## src/rtl/ladner_sub_pipe_8bit_if.sv

```systemverilog
// Operand/result handshake bundle for the pipelined Ladner-Fischer subtractor.
// master drives operands and result-ready; slave is the subtractor itself.
`timescale 1ns/1ps
interface ladner_sub_pipe_8bit_if;
    logic       in_valid;
    logic       in_ready;
    logic [7:0] a;
    logic [7:0] b;
    logic       out_valid;
    logic       out_ready;
    logic [7:0] diff;
    logic       borrow;
    logic       ovf;

    modport master (
        output in_valid, a, b, out_ready,
        input  in_ready, out_valid, diff, borrow, ovf
    );

    modport slave (
        input  in_valid, a, b, out_ready,
        output in_ready, out_valid, diff, borrow, ovf
    );
endinterface

```

## src/rtl/ladner_sub_pipe_8bit.sv

```systemverilog
// Three-stage 8-bit subtractor (a + ~b + 1) on a Ladner-Fischer prefix network.
// A single enable advances every stage at once, so a stalled output freezes the pipe.
`timescale 1ns/1ps
module ladner_sub_pipe_8bit (
    input logic                   clk,
    input logic                   rst_n,
    ladner_sub_pipe_8bit_if.slave bus
);

    logic       en;
    logic       v1, v2, v3;
    logic [7:0] bb;
    logic [7:0] g1, p1;
    logic [7:0] grp_g2, grp_p2, p2;
    logic [8:0] carry;
    logic [7:0] diff_q;
    logic       borrow_q, ovf_q;

    // Prefix nodes hold {G, P}; sXY means the span bits X down to Y.
    logic [1:0] s0, s1, s2, s3, s4, s5, s6, s7;
    logic [1:0] s10, s32, s54, s76;
    logic [1:0] s20, s30, s64, s74;
    logic [1:0] s40, s50, s60, s70;

    function automatic logic [1:0] lf_op(input logic [1:0] hi, input logic [1:0] lo);
        return {hi[1] | (hi[0] & lo[1]), hi[0] & lo[0]};
    endfunction

    assign en           = ~v3 | bus.out_ready;
    assign bus.in_ready = en;
    assign bb           = ~bus.b;

    always_ff @(posedge clk or negedge rst_n) begin
        if (!rst_n) begin
            v1 <= 1'b0;
            g1 <= '0;
            p1 <= '0;
        end else if (en) begin
            v1 <= bus.in_valid;
            g1 <= bus.a & bb;
            p1 <= bus.a ^ bb;
        end
    end

    assign s0 = {g1[0], p1[0]};
    assign s1 = {g1[1], p1[1]};
    assign s2 = {g1[2], p1[2]};
    assign s3 = {g1[3], p1[3]};
    assign s4 = {g1[4], p1[4]};
    assign s5 = {g1[5], p1[5]};
    assign s6 = {g1[6], p1[6]};
    assign s7 = {g1[7], p1[7]};

    assign s10 = lf_op(s1, s0);
    assign s32 = lf_op(s3, s2);
    assign s54 = lf_op(s5, s4);
    assign s76 = lf_op(s7, s6);

    assign s20 = lf_op(s2,  s10);
    assign s30 = lf_op(s32, s10);
    assign s64 = lf_op(s6,  s54);
    assign s74 = lf_op(s76, s54);

    assign s40 = lf_op(s4,  s30);
    assign s50 = lf_op(s54, s30);
    assign s60 = lf_op(s64, s30);
    assign s70 = lf_op(s74, s30);

    always_ff @(posedge clk or negedge rst_n) begin
        if (!rst_n) begin
            v2     <= 1'b0;
            grp_g2 <= '0;
            grp_p2 <= '0;
            p2     <= '0;
        end else if (en) begin
            v2     <= v1;
            grp_g2 <= {s70[1], s60[1], s50[1], s40[1], s30[1], s20[1], s10[1], s0[1]};
            grp_p2 <= {s70[0], s60[0], s50[0], s40[0], s30[0], s20[0], s10[0], s0[0]};
            p2     <= p1;
        end
    end

    // Carry-in is 1 (the +1 of two's-complement negation), so c[i] = G | P.
    assign carry = {grp_g2 | grp_p2, 1'b1};

    // Bubbles load zeros so the result bus reads 0 whenever out_valid is low.
    always_ff @(posedge clk or negedge rst_n) begin
        if (!rst_n) begin
            v3       <= 1'b0;
            diff_q   <= '0;
            borrow_q <= 1'b0;
            ovf_q    <= 1'b0;
        end else if (en) begin
            v3 <= v2;
            if (v2) begin
                diff_q   <= p2 ^ carry[7:0];
                borrow_q <= ~carry[8];
                ovf_q    <= carry[8] ^ carry[7];
            end else begin
                diff_q   <= '0;
                borrow_q <= 1'b0;
                ovf_q    <= 1'b0;
            end
        end
    end

    assign bus.out_valid = v3;
    assign bus.diff      = diff_q;
    assign bus.borrow    = borrow_q;
    assign bus.ovf       = ovf_q;

endmodule
```

## src/flat_wrapper.sv

```systemverilog
// flat-port wrapper written by rule: the top's interface ports become plain ports
module ladner_sub_pipe_8bit_flat 
  (clk, rst_n, bus_in_valid, bus_a, bus_b, bus_out_ready, bus_in_ready, bus_out_valid, bus_diff, bus_borrow, bus_ovf);
  ladner_sub_pipe_8bit_if bus_i ();
  input logic clk;
  input logic rst_n;
  input wire logic [$bits(bus_i.in_valid)-1:0] bus_in_valid;
  input wire logic [$bits(bus_i.a)-1:0] bus_a;
  input wire logic [$bits(bus_i.b)-1:0] bus_b;
  input wire logic [$bits(bus_i.out_ready)-1:0] bus_out_ready;
  output wire logic [$bits(bus_i.in_ready)-1:0] bus_in_ready;
  output wire logic [$bits(bus_i.out_valid)-1:0] bus_out_valid;
  output wire logic [$bits(bus_i.diff)-1:0] bus_diff;
  output wire logic [$bits(bus_i.borrow)-1:0] bus_borrow;
  output wire logic [$bits(bus_i.ovf)-1:0] bus_ovf;
  assign bus_i.in_valid = bus_in_valid;
  assign bus_i.a = bus_a;
  assign bus_i.b = bus_b;
  assign bus_i.out_ready = bus_out_ready;
  assign bus_in_ready = bus_i.in_ready;
  assign bus_out_valid = bus_i.out_valid;
  assign bus_diff = bus_i.diff;
  assign bus_borrow = bus_i.borrow;
  assign bus_ovf = bus_i.ovf;
  ladner_sub_pipe_8bit u_core (.clk(clk), .rst_n(rst_n), .bus(bus_i));
endmodule
```

## config.mk

```make
export PLATFORM = sky130hd
export DESIGN_NAME = ladner_sub_pipe_8bit_flat
export DESIGN_NICKNAME = d
export VERILOG_FILES = /design/src/rtl/ladner_sub_pipe_8bit_if.sv /design/src/rtl/ladner_sub_pipe_8bit.sv /design/src/flat_wrapper.sv
export SDC_FILE = /design/constraint.sdc
export NUM_CORES = 1
export LEC_CHECK = 0
export BUFFER_PORTS_ARGS = -buffer_cell sky130_fd_sc_hd__buf_2
export CORE_UTILIZATION = 35
export CTS_BUF_LIST = sky130_fd_sc_hd__clkbuf_2 sky130_fd_sc_hd__clkbuf_4 sky130_fd_sc_hd__clkbuf_8
export CTS_CLUSTER_DIAMETER = 200
export DETAILED_ROUTE_END_ITERATION = 6
export GPL_TIMING_DRIVEN = 0
export HOLD_SLACK_MARGIN = 0.1
export PLACE_DENSITY_LB_ADDON = 0.15
export SLEW_MARGIN = 5
export SYNTH_ARGS = -nofsm -noshare
export SYNTH_HDL_FRONTEND = slang
export SYNTH_SLANG_ARGS = --single-unit
```

## constraint.sdc

```tcl
create_clock -name clk -period 2.2 [get_ports clk]
set_input_delay 0.22 -clock clk [delete_from_list [all_inputs] [get_ports clk]]
set_output_delay 0.22 -clock clk [all_outputs]
set_load 0.01 [all_outputs]
```

After elaboration in Yosys (flattened, before gate mapping). Index checks and enable logic that the tools add are counted.

Add/subtract/negate cells: 0. $mul: 0. Divide/modulo/power cells: 0. Magnitude comparators: 0. Equal/unequal tests: 0. Shift operators: 0. Multiplexer cells: 3. Bitwise gates (word level): 45. Reduce and logical (&&, ||, !) cells: 0.

Operators with widths (number): 1-bit AND (24); 8-bit XOR (2); 1-bit OR (13); 8-bit AND (1); 8-bit two-way mux (1); 8-bit inverter (1); 8-bit OR (1); 1-bit two-way mux (2); 1-bit inverter (2); 1-bit XOR (1).

Register bits after elaboration: 53. Bits in latches: 0. RAM bits: 0. ROM bits: 0. Bits of input ports: 20. Output and inout bits: 12. Logic and storage cells: 59. Memories kept: 0.

Depth between registers and ports, before layout.
Depth after elaboration: 6. Gate-level depth with buffers: 6.

Worst setup path before layout. OpenSTA, ideal clock, no wires.

Path type: register -> register. Start: reg u_core.p1[5]. End: reg u_core.grp_g2[7]. Library setup time: 130 ps. Arrival: 1077 ps. Required time: 2070 ps. Path slack: 994 ps. Cell stages (with the launch flop): 5. Period minus slack after synthesis: 1206 ps. Path through: dfrtp_1 a21o_1 a21o_1 a211oi_2 o22ai_1.

Longest elaborated chain between the ends: 5.

RTL lines: start, declared (line ladner_sub_pipe_8bit.sv:13) `logic [7:0] g1, p1;`; start signal, assigned (line ladner_sub_pipe_8bit.sv:41) `p1 <= bus.a ^ bb;`; 1-bit AND (line ladner_sub_pipe_8bit.sv:26) `return {hi[1] | (hi[0] & lo[1]), hi[0] & lo[0]};`; 1-bit OR (line ladner_sub_pipe_8bit.sv:26); 1-bit AND (line ladner_sub_pipe_8bit.sv:26); 1-bit OR (line ladner_sub_pipe_8bit.sv:26); 1-bit OR * (line ladner_sub_pipe_8bit.sv:26); end signal, assigned (line ladner_sub_pipe_8bit.sv:77) `grp_g2 <= {s70[1], s60[1], s50[1], s40[1], s30[1], s20[1], s10[1], s0[1]};`; end, declared (line ladner_sub_pipe_8bit.sv:14) `logic [7:0] grp_g2, grp_p2, p2;`.

Mark *: on every way between the ends. The rest lies on a longest branch, timed or not. A chain may end at the register's enable or synchronous reset.

Final worst setup path.
Start: reg u_core.v3 (netlist: u_core.bus.out_valid). End: out bus_in_ready.

Longest elaborated chain between the ends: 2.

RTL lines: start, declared (line ladner_sub_pipe_8bit.sv:11) `logic v1, v2, v3;`; start signal, assigned (line ladner_sub_pipe_8bit.sv:94) `v3 <= v2;`; 1-bit inverter (line ladner_sub_pipe_8bit.sv:29) `assign en = ~v3 | bus.out_ready;`; 1-bit OR (line ladner_sub_pipe_8bit.sv:29); end, declared (line flat_wrapper.sv:11) `output wire logic [$bits(bus_i.in_ready)-1:0] bus_in_ready;`.

Every way passes these cells.

==> results.rst <==
.. list-table::
   :header-rows: 1

   * - Metric
     - Value
   * - Leak Pwr
     - 1.42 nW
   * - Initial standard-cell utilization of the core
     - 37.2%
   * - CTS Sinks
     - 52
   * - Launching element type of the critical path
     - register
   * - DIE AREA
     - 0.00676 mm^2
   * - First-pass GRT wire length
     - 7620 um
   * - Cells after synthesis
     - 240
   * - Clock tree from TritonCTS
     - yes
   * - Remaining global-route overflow
     - 0
   * - Share of synthesized registers carrying an async set or reset
     - 100%
   * - Worst hold stages
     - 3
   * - Worst relative slew slack
     - 23.1%
   * - Dominant register cell in the synthesized netlist
     - dfrtp_1
   * - Top post-synthesis cells by count
     - 101 x nand2_1, 52 x dfrtp_1, 14 x nor2_1, 9 x o21ai_0
   * - Synth top area share
     - 57.7%
   * - Synth warn
     - 0
   * - Clock root buffer
     - clkbuf_8
   * - RSZ-0062 raised after global routing
     - false
   * - Final estimated routing congestion in global placement
     - 0.693
   * - First drt pass iteration count
     - 4
   * - Critical path start-end classification
     - register to primary output
   * - Detailed route wirelength on metal2
     - 1890 um
   * - Number of cells upsized or downsized after cts
     - 0
   * - Endpoint class of the critical path
     - primary output
   * - Clk_skew
     - 10.6 ps
   * - Number of storage elements in the synthesis netlist
     - 52
   * - Worst reg-to-reg path cell count
     - 4
   * - Metal1 wirelength
     - 2350 um
   * - Skew-Pair Late Insertion Delay
     - 310 ps
   * - Cell area after synthesis
     - 0.00225 mm^2
   * - Worst voltage drop across the vdd grid
     - 409 uV
   * - Number of hold violations in the final report
     - 0
   * - Top Ports
     - 32
   * - Average cell area after synthesis
     - 9.39 um^2
   * - Clock transition at the registers of the reported paths
     - 90 ps
   * - Width of the chip
     - 82.2 um
   * - Number of buffers and inverters on the critical path
     - 3
   * - Post-route worst hold slack
     - 110 ps
   * - Port Buf Inserts
     - 31
   * - Synthesized Nets
     - 268
   * - Main area contributors after synthesis
     - dfrtp_1 58%, nand2_1 17%, ha_1 4.4%
   * - Cts-stage hold buffer count
     - 0
   * - Total power density per cell area
     - 1080 mW/mm^2
   * - DPL Wire Length
     - 3150 um
   * - # Max-Cap Violations
     - 0
   * - Max Used Layer
     - met4
   * - Worst hold-check path type
     - primary input to register
   * - Levels on crit path
     - 4
   * - Routed wire length
     - 4470 um
   * - Highest Clock Rate
     - 558 MHz
   * - Fin. max-slew vios
     - 0
   * - Maximum number of pins on one net before global-route repair
     - 53
   * - Combined global-route utilization of all metal layers
     - 15.7%
   * - Number of vias after detailed routing
     - 1601
   * - Detailed-route vias per instance
     - 4.52
   * - Critical path peak fanout
     - 10
   * - Die Y
     - 82.2 um
   * - Most instantiated library cell after synthesis
     - nand2_1
   * - Cell with the largest stage delay on the worst path
     - clkbuf_1
   * - Dpl ws
     - 706 ps
   * - Worst-path cell chain
     - nor2b_4 -> inv_2 -> clkbuf_1 -> buf_2
   * - # diodes
     - 0
   * - Transition time at the pin with the least slew margin
     - 1150 ps
   * - Post-layout net count
     - 306
   * - Std-Cell Core Area
     - 0.00606 mm^2
   * - Number of distinct standard cells referenced by the synthesized netlist
     - 31
   * - Critical Path Max Stage Delay
     - 420 ps
   * - Register-to-register setup slack
     - 790 ps
   * - Ratio of cells with drive above 1 in the final layout
     - 17.9%
   * - Final setup fails
     - 0
   * - Metal3 WL
     - 164 um
   * - H-tree depth
     - 2
   * - Required time at the endpoint of the critical path
     - 1980 ps
   * - Worst-case setup margin in the final layout
     - 409 ps
   * - Part of the cycle the worst path needs
     - 81.4%
   * - Cts bufs inserted
     - 5
   * - Number of global-route vias before repair
     - 1478
   * - Setup TNS
     - 0 ps
   * - Clock period minus final worst setup slack
     - 1790 ps
   * - Row cnt
     - 28
   * - CTS Buffer Depth
     - 2
   * - DRC violation total after the first TritonRoute iteration
     - 56
   * - Result of the run
     - completed
   * - Routed length per placed instance
     - 12.6 um
   * - Antenna violation net count after detailed routing
     - 0
   * - Seq/Total Area, Yosys
     - 57.7%
   * - Cell family with most CP delay
     - buffers and inverters
   * - Number of antenna violations at the first check in global routing
     - 0
   * - DRC viols
     - 0
   * - Arrival time at the worst endpoint
     - 1570 ps
   * - Setup fix buffers added after clock tree synthesis
     - 0
   * - Area overhead of the layout relative to synthesis
     - 14.9%
   * - Number of flops mapped to enable cells by yosys
     - 0
   * - Top cell type by total area after synthesis
     - dfrtp_1
tightest hold or removal path: cells and delay by family:
| family | cells | cell delay (ps) |
|---|---|---|
| AND/OR/NAND/NOR | 2 | 90 |
| buffers and inverters | 1 | 70 |
report_power, final:
part           switching [W]  leakage, nW  internal, W
logic               0.000488        0.714     0.000345
registers           0.000196        0.659      0.00124
clock network       0.000315       0.0479     0.000222
total               0.000999         1.42      0.00181
routing by layer:
layer | global-route usage (%) | vias up
met3 | 3.63 | 5
met1 | 21.5 | 724
met5 | 0 | -
met4 | 5.26 | 0
met2 | 24.5 | 33
li1 | - | 839
logic make-up (layout without fill, tap and decap cells):
logic type      Yosys count  after routing  share of synthesized area (%)
flops                    52             52                           57.7
compound gates           24             24                           6.83
simple gates            126            126                           22.3
mux                       4              4                           1.83
fa+ha+maj                 8              8                           4.44
buf+inv                  18             57                           3.72
xor+xnor                  8              8                           3.11
registers in the layout, summed over array words and instances (netlist names):
signal                count
u_core.bus.diff           8
u_core.g1                 8
u_core.grp_g2             8
u_core.p1                 8
u_core.p2                 8
u_core.grp_p2             7
u_core.bus.borrow         1
u_core.bus.out_valid      1
u_core.bus.ovf            1
u_core.v1                 1
u_core.v2                 1
cell type report:
class	count	area (um^2)
clock buffer	5	68.8
timing repair buffer	31	155
multi-input combinational	170	868
buffer	9	50.0
sequential	52	1300
fill	636	3470
tap	75	93.8
inverter	9	33.8
clock inverter	3	18.8
worst paths after layout:
kind                                                  start                              to
min in group asynchronous                             rst_n        u_core.p2[6]$_DFFE_PN0P_
min                                            bus_in_valid           u_core.v1$_DFFE_PN0P_
min reg2reg                  u_core.bus.diff[0]$_DFFE_PN0P_  u_core.bus.diff[0]$_DFFE_PN0P_
max                        u_core.bus.out_valid$_DFFE_PN0P_                    bus_in_ready
max in group asynchronous                             rst_n    u_core.grp_p2[4]$_DFFE_PN0P_
max reg2reg                        u_core.p1[1]$_DFFE_PN0P_    u_core.grp_g2[7]$_DFFE_PN0P_
per-stage QoR:
stage	area [um^2]	total power [W]	std cells	util (%)
2_1_floorplan	2250	0.00201	240	-
3_3_place_gp	2500	0.00230	346	41.3
3_5_place_dp	2500	0.00232	346	41.3
4_1_cts	2590	0.00286	354	42.7
5_1_grt	2590	0.00305	354	42.7
6_report	2590	0.00281	354	42.7
cell usage in the layout, fill, tap and decap left out, types with 2 or more instances in the layout:
cell	count
nand2_1	101
dfrtp_1	52
buf_2	35
nor2_1	14
o21ai_0	9
inv_1	8
ha_1	8
xor2_1	7
nand3_1	5
clkbuf_8	5
o21ai_1	4
a21o_1	4
mux2i_1	3
buf_1	2
nand2b_1	2
clkinv_2	2
(Power assumes the default switching activity.)
